## src/rtl/mem_bus_arbiter.sv

```systemverilog
// mem_bus_arbiter: shares one memory bus between the fetch and memory stages.
// One transaction is outstanding at a time. Data requests win arbitration unless
// the instruction side has already lost STARVE_LIMIT grants in a row.
module mem_bus_arbiter #(
    parameter int STARVE_LIMIT = 4,
    parameter int AW           = 32,
    parameter int DW           = 32
) (
    input  logic          clk,
    input  logic          resetn,
    input  logic          i_valid,
    input  logic [AW-1:0] i_addr,
    output logic          i_ok,
    output logic [DW-1:0] i_data,
    input  logic          d_valid,
    input  logic          d_write,
    input  logic [AW-1:0] d_addr,
    input  logic [2:0]    d_size,
    input  logic [3:0]    d_strobe,
    input  logic [DW-1:0] d_wdata,
    output logic          d_ok,
    output logic [DW-1:0] d_data,
    output logic          m_valid,
    output logic          m_write,
    output logic [AW-1:0] m_addr,
    output logic [2:0]    m_size,
    output logic [3:0]    m_strobe,
    output logic [DW-1:0] m_wdata,
    input  logic          m_ready,
    input  logic          m_ok,
    input  logic [DW-1:0] m_rdata
);

    typedef enum logic [1:0] {
        IDLE,
        ISSUE,
        WAIT
    } state_t;

    localparam logic [2:0] LIMIT = 3'(STARVE_LIMIT);

    state_t     state;
    logic       grant_d;
    logic [2:0] streak;
    logic       ok_fire;
    logic       pick_d;

    // Data wins unless the fetch side is pending and has hit its starvation limit.
    always_comb begin
        pick_d = d_valid && !(i_valid && (streak == LIMIT));
    end

    // Completion is combinational with m_ok; suppressed in reset and outside a transaction.
    always_comb begin
        ok_fire = resetn && (((state == ISSUE) && m_ready && m_ok) ||
                             ((state == WAIT) && m_ok));
        i_ok    = ok_fire && !grant_d;
        d_ok    = ok_fire && grant_d;
        i_data  = m_rdata;
        d_data  = m_rdata;
    end

    // Arbitration FSM with registered bus request fields and starvation streak.
    always_ff @(posedge clk) begin
        if (!resetn) begin
            state    <= IDLE;
            grant_d  <= 1'b0;
            streak   <= '0;
            m_valid  <= 1'b0;
            m_write  <= 1'b0;
            m_addr   <= '0;
            m_size   <= '0;
            m_strobe <= '0;
            m_wdata  <= '0;
        end else begin
            case (state)
                IDLE: begin
                    if (pick_d) begin
                        grant_d  <= 1'b1;
                        m_valid  <= 1'b1;
                        m_write  <= d_write;
                        m_addr   <= d_addr;
                        m_size   <= d_size;
                        m_strobe <= d_strobe;
                        m_wdata  <= d_wdata;
                        state    <= ISSUE;
                        if (!i_valid) begin
                            streak <= '0;
                        end else if (streak != LIMIT) begin
                            streak <= streak + 3'd1;
                        end
                    end else if (i_valid) begin
                        grant_d  <= 1'b0;
                        m_valid  <= 1'b1;
                        m_write  <= 1'b0;
                        m_addr   <= i_addr;
                        m_size   <= 3'd2;
                        m_strobe <= '0;
                        m_wdata  <= '0;
                        streak   <= '0;
                        state    <= ISSUE;
                    end
                end
                ISSUE: begin
                    if (m_ready) begin
                        m_valid <= 1'b0;
                        state   <= m_ok ? IDLE : WAIT;
                    end
                end
                WAIT: begin
                    if (m_ok) begin
                        state <= IDLE;
                    end
                end
                default: state <= IDLE;
            endcase
        end
    end

endmodule
```

## config.mk

```make
export PLATFORM = sky130hd
export DESIGN_NAME = mem_bus_arbiter
export DESIGN_NICKNAME = d
export VERILOG_FILES = /design/src/rtl/mem_bus_arbiter.sv
export SDC_FILE = /design/constraint.sdc
export NUM_CORES = 1
export LEC_CHECK = 0
export ABC_CLOCK_PERIOD_IN_PS = 3000
export BUFFER_PORTS_ARGS = -buffer_cell sky130_fd_sc_hd__buf_2
export CAP_MARGIN = 25
export CORE_MARGIN = 10
export CORE_UTILIZATION = 46
export CTS_CLUSTER_SIZE = 24
export DETAILED_ROUTE_END_ITERATION = 7
export PLACE_DENSITY_LB_ADDON = 0.3
export RECOVER_POWER = 25
export REMOVE_ABC_BUFFERS = 1
export SYNTH_ARGS = -nofsm -noshare
export SYNTH_HDL_FRONTEND = slang
export SYNTH_SLANG_ARGS = --single-unit
export TNS_END_PERCENT = 5
```

## constraint.sdc

```tcl
create_clock -name clk -period 3 [get_ports clk]
set_input_delay 0.45 -clock clk [delete_from_list [all_inputs] [get_ports clk]]
set_output_delay 0.45 -clock clk [all_outputs]
set_load 0.03 [all_outputs]
```

=== Word level (Yosys, flattened, before mapping) ===
Index checks and enable logic that the tools add are counted.

* ROM bits: 0
* Bits in latches: 0
* Memories kept: 0
* RAM bits: 0
* Output and inout port bits: 139
* Bits of input ports: 142
* Flip-flop bits (word level): 79

* Reduce and logical (&&, ||, !) cells: 18
* Magnitude comparators: 0
* Muxes and demuxes: 25
* Divide/modulo/power cells: 0
* Add/sub/neg operators: 1
* Eq/ne operators: 8
* Shift-type cells: 0
* $mul: 0
* Bitwise operators: 0

{| class="wikitable"
|+ Operator list
! operator !! number
|-
| $mux W32 || 4
|-
| $mux W3 || 6
|-
| $mux W2 || 5
|-
| $reduce_and A3 Y1 || 3
|-
| $logic_and A1 B1 Y1 || 8
|-
| $mux W4 || 2
|-
| $mux W1 || 6
|-
| $ne A3 B3 Y1 const B || 2
|-
| $pmux W2 S3 || 1
|-
| $ne A2 B2 Y1 const B || 2
|-
| $reduce_bool A2 Y1 || 2
|-
| $add A3 B1 Y3 const B || 1
|-
| $eq A3 B3 Y1 const B || 1
|-
| $ne A3 B2 Y1 const B || 1
|-
| $eq A2 B1 Y1 const B || 1
|-
| $eq A2 B2 Y1 const B || 1
|-
| $logic_not A1 Y1 || 2
|-
| $logic_not A2 Y1 || 1
|-
| $pmux W1 S2 || 1
|-
| $reduce_and A2 Y1 || 1
|-
| $logic_or A1 B1 Y1 || 1
|}

=== Depth between registers and ports, before layout ===
Gate-level depths: netlist of the first run.

* Depth in word-level cells: 6
* Mapped depth: 8
* Depth with buffers taken out: 5

=== Least setup slack after synthesis of the first run ===
No wires, ideal clock.

* Path kind: input to output
* Start: input port resetn
* End: output port d_ok
* Arrival time: 1,708 ps
* Stages: 4
* Required time: 2,550 ps
* Path slack: 842 ps
* Path through: clkbuf_1 > clkbuf_1 > nand2_1 > nor3b_1

* Longest elaborated chain between the ends: 2

{| class="wikitable"
|+ Ends and longest elaborated chain
! element !! line !! source
|-
| start: declaration || 10 || <nowiki>input logic resetn,</nowiki>
|-
| $logic_and A1 B1 Y1 || 55 || <nowiki>ok_fire = resetn && (((state == ISSUE) && m_ready && m_ok) ||</nowiki>
|-
| $logic_and A1 B1 Y1 || 58 || <nowiki>d_ok = ok_fire && grant_d;</nowiki>
|-
| end: declaration || 21 || <nowiki>output logic d_ok,</nowiki>
|}

No other way between the ends.

=== Final worst setup path of the first run ===
* Start: register streak[0]
* End: register m_size[1]

* Longest elaborated chain between the ends: 6

{| class="wikitable"
|+ Ends and longest elaborated chain
! element !! line !! source
|-
| start: declaration || 44 || <nowiki>logic [2:0] streak;</nowiki>
|-
| start signal: assignment || 90 || <nowiki>streak <= streak + 3'd1;</nowiki>
|-
| $eq A3 B3 Y1 * || 50 || <nowiki>pick_d = d_valid && !(i_valid && (streak == LIMIT));</nowiki>
|-
| $logic_and A1 B1 Y1 * || 50 ||
|-
| $logic_not A1 Y1 * || 50 ||
|-
| $logic_and A1 B1 Y1 * || 50 ||
|-
| $reduce_bool A2 Y1 (no line) || - ||
|-
| $reduce_and A2 Y1 (no line) || - ||
|-
| end signal: assignment || 83 || <nowiki>m_size <= d_size;</nowiki>
|-
| end: declaration || 26 || <nowiki>output logic [2:0] m_size,</nowiki>
|}

Mark *: on every way between the ends. The rest lies on a longest branch, timed or not.
A chain may end at the register's enable or synchronous reset.

==> run metrics, run 1 <==
status=completed; initial antenna violation count=1; initial drt markers=between 200 and 300; PostCTS Resize Cnt=0; FF-to-FF Start=streak[0]; Switch Pwr=874 uW; Rows=35; H-tree levels=3; fin crit share=0.703; Yosys top cell by area=dfxtp_1; unrepaired setup endpoints after global routing=false; Main synth FF type=dfxtp_1; DR DRC count=0; nets=roughly 700; Synth top area share=0.364; grt ovf=0; Synth area leaders=dfxtp_1, buf_4, a21boi_1; Post-Syn Instances=between 400 and 500; Hold Crit Start=m_ok; Clock Path Buffers=2; layout cell share with drive strength beyond 1=0.375; total I/O pin count=about 280; maxcap violations=0; Layout area overhead=14.1%; Netlist cell types=31; PortBufs=184; number of synthesized flops with an enable pin=0; Worst R2R End=m_size[1]; Post-Synth Adder-Cell Area=0.00576; critical path fanouts, max=68; routed length on met2=roughly 5500 um; CP endpoint kind=flop; Vias=approximately 4k; vias in the first global route=around 4.1k; #FFs+latches synth=between 70 and 80; fin crit period=between 2 and 2.5 ns; via/cell ratio=roughly 5.8; Max VDD drop=279 uV; XOR/XNOR Fraction of Synth Area=0; Tot GR Track Use=0.209; critical path launch point type=flop; maximum operating frequency=around 470 MHz; largest net degree at the start of global routing=80; Pins Over Slew Limit=0; Hold Path Class=input pin to flop; worst-skew pair later-pin latency=approximately 0.34 ns; Worst Hold Path Cells=2; leak pwr=~2.4 nW; CTS Buf Count=9; Die Y=117 um; CP Data Arrival Time=~2.3 ns; Ant. Diodes=0; R2R depth=6; Compound-Gate Fraction of Synth Area=0.320; clk slew on worst S/H paths=0.09 ns; crit path cell chain=inv_1 -> ha_1 -> nand3_4 -> buf_4 -> nand3_1 -> o221a_1; DR top layer=met5; worst endpoint required time=roughly 3.2 ns; top-count cell post-synth=dfxtp_1; simple-gate share of the synthesized area=0.130; met3 wire len=~2400 um; WL/cell=~22 um; Crit-path slowest cell=nand3_4; die area=~14,000 um^2; root buf cell=clkbuf_8; final setup violation count=0; Synth Area per Inst=between 9 and 10 um^2; Clock Power Share=0.333; Reg power frac=0.427; slowest stage delay, CP=between 0.4 and 0.5 ns; clk sink count=79; Worst Hold Path EP=state[1]; pwr dens=between 500 and 600 nW/um^2; Hold Slack=about 0.28 ns; Worst-Margin Slew=roughly 0.73 ns; Async S/R FF share, synth=0; GP Congestion=0.747; setup tns final=0 ns; switching part of the total=0.317; initial core utilization=0.472; Comb power frac=0.240; core area=just over 9000 um^2; Hold Fails Final Rpt=0; multiplexer share of the synthesized area=0; Metal-1 WL=between 6000 and 7000 um; Post-Route WL=between 10,000 and 15,000 um; Worst Skew=just over 0.01 ns; hold_buf cts=0; TritonCTS clock tree=done; Setup CP Type=flop to flop; Die Wd=roughly 120 um; Final ANT Viol Nets=0; YS warnings=0; relative slew slack=0.515; Mapped Area=around 4300 um^2; first-pass GRT wire length=about 22,000 um; largest family of logic cells by synthesized area=compound AO/OA/AOI/OAI gates; Post-CTS Setup Bufs=0; Reg2Reg Setup Slack=0.89 ns; top cells by count, synth=dfxtp_1, buf_4, a21boi_1; Detailed Place HPWL=10,900 um; Internal=between 1.5 and 2 mW; sequential area share after synthesis=0.364; drt pass-1 iters=4
==> per-layer routing <==
metal | GRT usage | up-vias
li1 | - | 1890
met1 | 0.277 | 1837
met2 | 0.258 | 221
met3 | 0.142 | 19
met4 | 0.0568 | 5
met5 | 0.0508 | -
==> through the flow <==
stage	instance area [um^2]	utilization	setup WS [ns]	power [mW]	instances
floorplan	3570	-	0.420	1.59	361
global placement	4720	0.514	0.880	1.86	665
detailed placement	4720	0.514	0.785	1.87	665
CTS	4950	0.539	0.844	2.78	681
global route	4950	0.539	0.686	2.89	681
finish	4950	0.539	0.891	2.76	681
==> worst max-delay path, delay by kind of cell, from the launching register on <==
family,cells,cell delay (ns)
simple gates,2,0.62
buf+inv,2,0.52
flops,1,0.36
fa+ha+maj,1,0.25
compound gates,1,0.24
==> power by group through the flow <==
stage | clock [mW] | combinational [mW] | sequential, mW
global placement | 0 | 0.659 | 1.20
floorplan | 0 | 0.233 | 1.36
global route | 0.976 | 0.724 | 1.19
finish | 0.917 | 0.662 | 1.18
detailed placement | 0 | 0.669 | 1.20
CTS | 0.937 | 0.670 | 1.18
==> state kept, by name, summed over array words and instances, names as in the netlist <==
| signal | flops |
|---|---|
| m_addr | 32 |
| m_wdata | 32 |
| m_strobe | 4 |
| m_size | 3 |
| streak | 3 |
| state | 2 |
| grant_d | 1 |
| m_valid | 1 |
| m_write | 1 |
==> how the worst max path moves through the flow <==
stage / start / cells past startpoint / slack, ns / end
after floorplan: state[1] / 3 / 0.42 / m_addr[0]
after global placement: d_valid / 4 / 0.88 / m_addr[12]
after detailed placement: d_valid / 4 / 0.79 / m_addr[5]
after CTS: streak[0] / 6 / 0.84 / m_size[1]
after global routing: streak[0] / 6 / 0.69 / m_size[1]
final: streak[0] / 6 / 0.89 / m_size[1]
==> placed cells by master, fill, tap and decap left out, types with 2 or more instances in the layout <==
cell	netlist	layout
a21boi_1	59	59
inv_1	3	3
dfxtp_1	79	79
o21bai_1	32	32
nand2_1	2	2
buf_4	69	8
clkinvlp_4	0	2
o311a_1	32	32
nor3b_1	2	2
bufinv_16	0	2
nor3_1	2	2
o21ai_0	42	42
clkbuf_8	0	10
and3_1	32	32
ha_1	2	2
buf_2	11	184
nor2_4	0	2
a21boi_0	18	18
nand4_1	42	42
==> final cells by class <==
class,count,area [um^2]
clock inverters,6,92.6
inverters,3,11.3
multi-input cells,279,1990
repair buffers,193,1000
fillers,857,4240
well taps,111,139
clock buffers,10,138
flip-flops and latches,79,1580
==> cells by family after synthesis <==
logic type | count (synthesis)
buffers and inverters | 122
DFF | 79
AOI/OAI and AO/OA | 188
and+or+nand+nor | 89
adders and majority gates | 2
(Power assumes the default switching activity.)
==> run 2: changes to the inputs <==
ABC_AREA = 1   (was default)
ABC_CLOCK_PERIOD_IN_PS = 2150   (was 3000)
CORE_UTILIZATION = 41   (was 46)
clock period = 2.15 ns   (was 3 ns; I/O delays follow)
==> run metrics, run 2 <==
Detailed Place HPWL=roughly 11,000 um; YS warnings=0; Finished Core Util=0.495; Die Wd=between 100 and 150 um; CP endpoint kind=output pin; top cells by count, synth=nand2_1, dfxtp_1, nor2_1; Vias=3,827; WL/cell=16.6 um; Synth area leaders=dfxtp_1, nand2_1, buf_4; vias in the first global route=between 3k and 4k; clk sink count=79; Reg2Reg Setup Slack=between 0.5 and 0.6 ns; pwr dens=~800 nW/um^2; hold_buf cts=0; maxcap violations=0; Netlist cell types=20; Async S/R FF share, synth=0; H-tree levels=3; placed cell area=4400 um^2; Post-CTS Setup Bufs=0; switching part of the total=0.325; setup tns final=0 ns; Mapped Area=3930 um^2; initial drt markers=between 200 and 300; initial antenna violation count=0; PortBufs=between 150 and 200; status=completed; critical path fanouts, max=2; CP Data Arrival Time=about 1.4 ns; Internal=~2.4 mW; relative slew slack=0.678; Switch Pwr=approximately 1.2 mW; GP Congestion=between 0.7 and 0.8; first-pass GRT wire length=~21,000 um; top-count cell post-synth=nand2_1; Final ANT Viol Nets=0; Worst-Margin Slew=just under 0.5 ns; Ant. Diodes=0; initial core utilization=0.424; Post-Syn Instances=570; root buf cell=clkbuf_8; largest net degree at the start of global routing=48; most frequent cells in the layout=buf_2, nand2_1, dfxtp_1; Die Y=roughly 120 um; TritonCTS clock tree=done; Tot GR Track Use=0.187; fin crit share=0.797; Pins Over Slew Limit=0; total power=between 3 and 4 mW; final setup violation count=0; worst-skew pair later-pin latency=approximately 0.34 ns; sequential area share after synthesis=0.402; top flop regs=m_addr: 32 flops, m_wdata: 32 flops, m_strobe: 4 flops; maximum operating frequency=between 500 and 600 MHz; Yosys top cell by area=dfxtp_1; worst endpoint required time=about 1.8 ns; grt ovf=0; Synth Area per Inst=roughly 6.9 um^2; CTS Buf Count=9; Hold Path Class=input pin to flop; DR DRC count=0; Main synth FF type=dfxtp_1; total I/O pin count=between 200 and 300; design area=around 4600 um^2; leak pwr=~2.5 nW; PostCTS Resize Cnt=0; Clock Path Buffers=2; Clock Power Share=0.306; Layout area overhead=17.0%; Post-Route WL=about 13,000 um; fin crit period=between 1.5 and 2 ns; die area=~14,000 um^2; Hold Fails Final Rpt=0; Setup CP Type=flop to output pin; core area=around 9300 um^2; nets=820; clk slew on worst S/H paths=around 0.08 ns; via/cell ratio=around 4.7; unrepaired setup endpoints after global routing=false; most common cell after layout, fill and taps aside=buf_2; Worst Skew=around 0.01 ns; number of synthesized flops with an enable pin=0; #FFs+latches synth=79; Reg power frac=0.455; drt pass-1 iters=4; Synth top area share=0.402; Rows=35; critical path launch point type=flop; Comb power frac=0.239; layout cell share with drive strength beyond 1=0.319; Max VDD drop=~300 uV
## run 2: cell types whose count changed after synthesis, sizes merged, moves of 40 or more
cell    delta
o21ai     -41
a21boi    -77
nand3     +64
inv       +40
nor2      +73
a21oi     +44
nand4     -41
nand2    +155
## run 2: path summary, 6_finish.rpt
kind,start,to,depth (start not counted)
setup / recovery,state[0],d_ok,7
hold / removal,m_ok,state[1],2
setup reg to reg,streak[0],m_wdata[23],8
hold reg to reg,m_wdata[13],m_wdata[13],2
## run 2: final cells by class
cell class	instances	area [um^2]
Fill cell	983	4680
Sequential cell	79	1580
Multi-Input combinational cell	350	1500
Timing Repair Buffer	193	1000
Inverter	43	161
Tap cell	129	161
Clock buffer	10	138
Clock inverter	6	60.1
## run 2: worst max-delay path: stages (launching register included)
cell	delay [ns]
dfxtp_1	0.34
inv_1	0.06
nor2_1	0.13
nand2_1	0.09
nand2_1	0.08
nand3_1	0.08
nor2_1	0.09
buf_2	0.20
## run 2: metrics by stage
stage               hold WS (ns)  setup WS, ns  cells
finish                     0.153         0.436    810
global route               0.136         0.285    810
CTS                        0.130         0.399    810
detailed placement         0.457         0.414    794
global placement           0.448         0.505    794
floorplan                  0.399       -0.0297    472
## run 2: routing by layer
| metal | global-route usage | part of all wire | vias up |
|---|---|---|---|
| met5 | 0.0441 | 0.0040 | - |
| met3 | 0.153 | 0.17 | 11 |
| li1 | - | - | 1908 |
| met2 | 0.239 | 0.37 | 241 |
| met1 | 0.230 | 0.45 | 1665 |
| met4 | 0.0394 | 0.0079 | 2 |
## run 2: cell families after synthesis
logic type	share of synthesized area
and+or+nand+nor	0.316
buffers and inverters	0.217
adders and majority gates	0.00636
AOI/OAI and AO/OA	0.0585
DFF	0.402
## run 2: power by group through the flow
| stage | clock network, mW | registers (mW) | logic [mW] |
|---|---|---|---|
| 6_report | 1.10 | 1.63 | 0.858 |
| 2_1_floorplan | 0 | 1.88 | 0.313 |
| 4_1_cts | 1.14 | 1.63 | 0.870 |
| 3_5_place_dp | 0 | 1.67 | 0.869 |
| 5_1_grt | 1.22 | 1.65 | 0.956 |
| 3_3_place_gp | 0 | 1.66 | 0.855 |
